`config.mk`:
```
export PLATFORM = sky130hd
export DESIGN_NAME = fwd_hazard_unit
export DESIGN_NICKNAME = d
export VERILOG_FILES = /design/src/rtl/fwd_hazard_unit.sv
export SDC_FILE = /design/constraint.sdc
export NUM_CORES = 1
export LEC_CHECK = 0
export ABC_AREA = 0
export BUFFER_PORTS_ARGS = -buffer_cell sky130_fd_sc_hd__buf_2
export CORE_MARGIN = 8
export CORE_UTILIZATION = 48
export CTS_BUF_LIST = sky130_fd_sc_hd__clkbuf_16
export CTS_CLUSTER_DIAMETER = 80
export DETAILED_ROUTE_END_ITERATION = 10
export GPL_TIMING_DRIVEN = 0
export PLACE_DENSITY = 0.95
export REMOVE_ABC_BUFFERS = 1
export SYNTH_ARGS = -nofsm -noshare
export SYNTH_HDL_FRONTEND = slang
export SYNTH_SLANG_ARGS = --single-unit
export TNS_END_PERCENT = 10
```
`constraint.sdc`:
```
create_clock -name clk -period 5.3 [get_ports clk]
set_input_delay 0 -clock clk [delete_from_list [all_inputs] [get_ports clk]]
set_output_delay 0 -clock clk [all_outputs]
set_load 0.01 [all_outputs]
```
`src/rtl/fwd_hazard_unit.sv`:
```
// Operand-forwarding and load-use hazard unit: tracks in-flight destination tags,
// resolves each source to its newest producer and stalls on load-use hazards.
module fwd_hazard_unit #(
  parameter int AW         = 3,
  parameter int DW         = 16,
  parameter int NUM_SRC    = 2,
  parameter int FWD_STAGES = 2,
  parameter int ZERO_REG   = 1,
  parameter int CNT_W      = 16
) (
  input  logic                                        clk,
  input  logic                                        rst,
  input  logic                                        hold,
  input  logic                                        issue_valid,
  input  logic [AW-1:0]                               issue_rd,
  input  logic                                        issue_reg_write,
  input  logic                                        issue_is_load,
  input  logic [NUM_SRC*AW-1:0]                       src_addr,
  input  logic [NUM_SRC-1:0]                          src_used,
  input  logic [NUM_SRC*DW-1:0]                       rf_data,
  input  logic [FWD_STAGES*DW-1:0]                    stage_data,
  output logic                                        stall,
  output logic [NUM_SRC*$clog2(FWD_STAGES+1)-1:0]     fwd_sel,
  output logic [NUM_SRC*DW-1:0]                       fwd_data,
  output logic [CNT_W-1:0]                            stall_count
);

  localparam int SEL_W = $clog2(FWD_STAGES+1);

  typedef struct packed {
    logic          valid;
    logic [AW-1:0] rd;
    logic          wr;
    logic          ld;
  } tag_t;

  tag_t tags [FWD_STAGES];

  logic             hazard_any;
  logic             haz;
  logic [SEL_W-1:0] sel;
  logic [DW-1:0]    data;
  logic [AW-1:0]    src;

  // Scan oldest to newest so the youngest matching producer overwrites older ones.
  always_comb begin
    hazard_any = 1'b0;
    fwd_sel    = '0;
    fwd_data   = '0;
    haz        = 1'b0;
    sel        = '0;
    data       = '0;
    src        = '0;
    for (int k = 0; k < NUM_SRC; k++) begin
      src  = src_addr[k*AW +: AW];
      sel  = '0;
      data = rf_data[k*DW +: DW];
      haz  = 1'b0;
      for (int i = FWD_STAGES-1; i >= 0; i--) begin
        if (tags[i].valid && tags[i].wr && src_used[k] && (tags[i].rd == src) &&
            !((ZERO_REG != 0) && (src == '0))) begin
          sel  = SEL_W'(i + 1);
          data = stage_data[i*DW +: DW];
          haz  = (i == 0) && tags[i].ld;
        end
      end
      fwd_sel[k*SEL_W +: SEL_W] = sel;
      fwd_data[k*DW +: DW]      = data;
      hazard_any                = hazard_any | haz;
    end
  end

  assign stall = issue_valid && hazard_any;

  // A stalled issue enters the tag pipeline as a bubble so the load can advance.
  always_ff @(posedge clk or posedge rst) begin
    if (rst) begin
      for (int i = 0; i < FWD_STAGES; i++) begin
        tags[i] <= '0;
      end
      stall_count <= '0;
    end else if (!hold) begin
      if (issue_valid && !stall) begin
        tags[0] <= '{valid: 1'b1, rd: issue_rd, wr: issue_reg_write, ld: issue_is_load};
      end else begin
        tags[0] <= '0;
      end
      for (int i = 1; i < FWD_STAGES; i++) begin
        tags[i] <= tags[i-1];
      end
      if (stall && (stall_count != '1)) begin
        stall_count <= stall_count + 1'b1;
      end
    end
  end

endmodule
```
==> qor.csv <==
stage,metric,value,unit
run_status,status,"finished, violations left",
run_status,violations,negative hold slack,
clocking,cts.sinks,27,
global_route,grt_pass1_wl,11600,µm
synthesis,synth_top_cells_by_area,"dfrtp_1 (29%), mux2i_1 (14%), nand2_1 (7.0%)",
synthesis,avgSynthCellArea,9.04,µm²
synthesis,synth_top_family_by_area,compound AO/OA/AOI/OAI gates,
synthesis,synth-seq-cells,27,
clocking,cts.clk_slew.worst_paths,0.07,ns
synthesis,synthesis.area,2310,µm²
setup_path,worstPathArrival,3.16,ns
setup_path,crit_chain,xnor2_1 -> and3_1 -> o21ai_2 -> inv_1 -> o21ai_0 -> buf_2,
setup_path,cp-end-kind,primary output,
placed_design,place_ws,2.27,ns
placed_design,place_congestion,0.835,
clocking,cts_buffers,3,
synthesis,synth-edff-count,0,
synthesis,yosys.area_share.simple,0.162,
synthesis,synthAdderAreaFrac,0.00541,
setup_path,cp_data_required_time,5.30,ns
job,drv_cap,0,
synthesis,yosysTopAreaCell,dfrtp_1,
die,core-area,4690,µm²
sta,setup_ws,2.14,ns
sta,fin_crit,3.16,ns
setup_path,crit_buf_inv,2,
detailed_routing,routed_via_density,5.53,
global_route,grt_max_degree,39,
cells_and_area,nets,465,
power_and_ir_drop,internal_power,373,µW
synthesis,yosys_warnings,0,
synthesis,synthCells,256,
synthesis,synth_cell_types,47,
sta,slew_violations,0,
placed_design,post-dp-hpwl,5800,µm
die,rows,25,
detailed_routing,vias,2411,
clocking,cts_hold_buf,4,
global_route,grt_pass1_vias,2469,
sta,finalSetupViolations,0,
detailed_routing,drc,0,
power_and_ir_drop,p_comb_frac,0.214,
global_route,antenna_found_initial,0,
synthesis,muxShareOfSynthArea,0.179,
power_and_ir_drop,p_sw_frac,0.260,
clocking,clock_tree.root_cell,clkbuf_16,
clocking,h-tree-depth,1,
setup_path,r2r_cells,6,
setup_path,r2r_slack,2.24,ns
clocking,cts_resized,0,
detailed_routing,dr.pass1.iters,4,
power_and_ir_drop,irDropWorstVdd,0.000150,V
cells_and_area,area_growth,33.2,%
cells_and_area,drive_gt1_frac,0.419,
die,start_util,0.493,
power_and_ir_drop,sequentialPowerShare,0.447,
sta,finalHoldViolCount,27,
sta,tns,0,ns
detailed_routing,drt-wirelength-per-cell,16.6,µm
synthesis,synth_xor_area_frac,0.0795,
die,fp.dieH,85.4,µm
setup_path,slowest_delay,0.74,ns
setup_path,worstSetupPathType,reg -> out,
cells_and_area,antenna_cells,0,
synthesis,synth-compound-area-share,0.216,
detailed_routing,drtIter0Drc,94,
global_route,grt_use_total,0.191,
die,dieArea,7300,µm²
clocking,cts_tree,done,
sta,hold_ws,-0.0280,ns
global_route,overflow,0,
sta,finalCritPeriodShare,0.595,
detailed_routing,ant_nets,0,
setup_path,critPathMaxFanout,38,
clocking,clk_path_buf_depth,2,
die,die_x,85.4,µm
setup_path,path_delay_family,compound AO/OA/AOI/OAI gates,
sta,worstMarginPinSlew,1.20,ns
setup_path,worstReg2RegEnd,stall_count[1],
setup_path,crit_slowest_cell,inv_1,
sta,max_clock_freq,317,MHz
sta,relSlewSlack,0.199,
placed_design,port_buffers,133,
synthesis,async_reset_ff_frac,1.00,
setup_path,startpoint_type,flip-flop,
clocking,clk_latency,0.26,ns
synthesis,synth_flop_cell,dfrtp_1,
clocking,cts_setup_buffers,0,
sta,grt_setup_unrepaired,no,
power_and_ir_drop,pwr_density_cell,163,nW/µm²
setup_path,reg2reg_from,tags[9],
power_and_ir_drop,p_sw,131,µW
power_and_ir_drop,power_leakage,1.69,nW
synthesis,netlist.area_leader.share,0.292,
synthesis,ys_seq_area_frac,0.292,
detailed_routing,finalWirelength,7250,µm
die,io_pins,134,
power_and_ir_drop,p_clk_frac,0.339,
min_path,hp-class,in -> async,
sta,skew,0.00264,ns
metal layers:
layer	up-vias	track usage	part of all wire	wire (µm)
met5	-	0	0	0
met2	71	0.349	0.54	3940
li1	1177	-	-	-
met1	1153	0.216	0.39	2810
met4	0	0.0446	0.015	106
met3	10	0.0444	0.053	385
flip-flops by register name, summed over array words and instances, names as in the netlist:
name / count
tags: 11
stall_count: 16
synth_stat cells (2+ instances only):
library cell	n
or4_1	2
a211oi_1	4
o21ai_0	24
nand2_1	43
a2111oi_2	2
a2111oi_4	2
buf_4	4
nand3_1	8
xnor2_1	10
mux2_2	6
o2111ai_1	3
and3_1	6
buf_6	6
nand2b_1	2
a21oi_1	5
nor2_1	8
xor2_1	11
a32o_1	5
buf_2	3
or3b_1	2
dfrtp_1	27
clkbuf_1	3
inv_1	7
o21ai_1	9
mux2i_1	32
logic make-up after synthesis:
logic type | Yosys count
buffers and inverters | 24
multiplexers | 40
flip-flops | 27
AO/OA/AOI/OAI | 64
adder cells (fa/ha/maj) | 1
AND/OR/NAND/NOR | 79
XOR/XNOR | 21
stage by stage:
step           area [µm²]  utilization  hold slack [ns]  cells  power, mW
2_1_floorplan        2190            -           0.0527    239      0.274
3_3_place_gp         2920        0.622            0.248    426      0.329
3_5_place_dp         2960        0.631            0.257    428      0.335
4_1_cts              3080        0.657          0.00445    436      0.506
5_1_grt              3080        0.657          0.00766    436      0.529
6_report             3080        0.657          -0.0280    436      0.504
final cells by class:
class | count | area [µm²]
clock buffers | 3 | 75.1
clock inverters | 1 | 5.00
fillers | 374 | 1610
inverters | 7 | 26.3
multi-input cells | 205 | 1500
flip-flops and latches | 27 | 676
well taps | 54 | 67.6
repair buffers | 139 | 736
worst register-to-register path: cells and delay by family (launching register included):
| family | cells | cell delay [ns] |
|---|---|---|
| simple gates | 1 | 0.19 |
| mux | 1 | 0.33 |
| compound gates | 2 | 1.06 |
| xor+xnor | 1 | 0.16 |
| flops | 1 | 0.47 |
| buf+inv | 1 | 0.74 |
power groups by stage:
stage / registers, mW / clock network (mW) / logic, mW
after floorplan: 0.226 / 0 / 0.0484
after global placement: 0.228 / 0 / 0.101
final: 0.225 / 0.171 / 0.108
after detailed placement: 0.229 / 0 / 0.106
after CTS: 0.225 / 0.172 / 0.109
after global routing: 0.227 / 0.183 / 0.119
layout by cell type (no fill, tap or decap), types with 2 or more instances in the layout:
master         instances
buf_2                133
nand2_1               43
mux2i_1               32
dfrtp_1               27
o21ai_0               24
xor2_1                11
xnor2_1               10
o21ai_1                9
nor2_1                 8
nand3_1                8
inv_1                  7
mux2_2                 6
and3_1                 6
a32o_1                 5
a21oi_1                5
a211oi_1               4
dlygate4sd3_1          4
clkbuf_16              3
nand2b_1               2
a2111oi_4              2
or3b_1                 2
o2111ai_2              2
or4_1                  2
a2111oi_2              2
buf_8                  2
worst max path at each step:
stage	endpoint	cells after the start	startpoint
floorplan	stall_count[1]	6	tags[9]
global placement	fwd_data[18]	6	tags[3]
detailed placement	stall_count[1]	6	tags[9]
CTS	stall	7	tags[9]
global route	stall	7	tags[9]
finish	fwd_data[18]	6	tags[9]
Note: power is estimated with default switching activity, not from simulation.
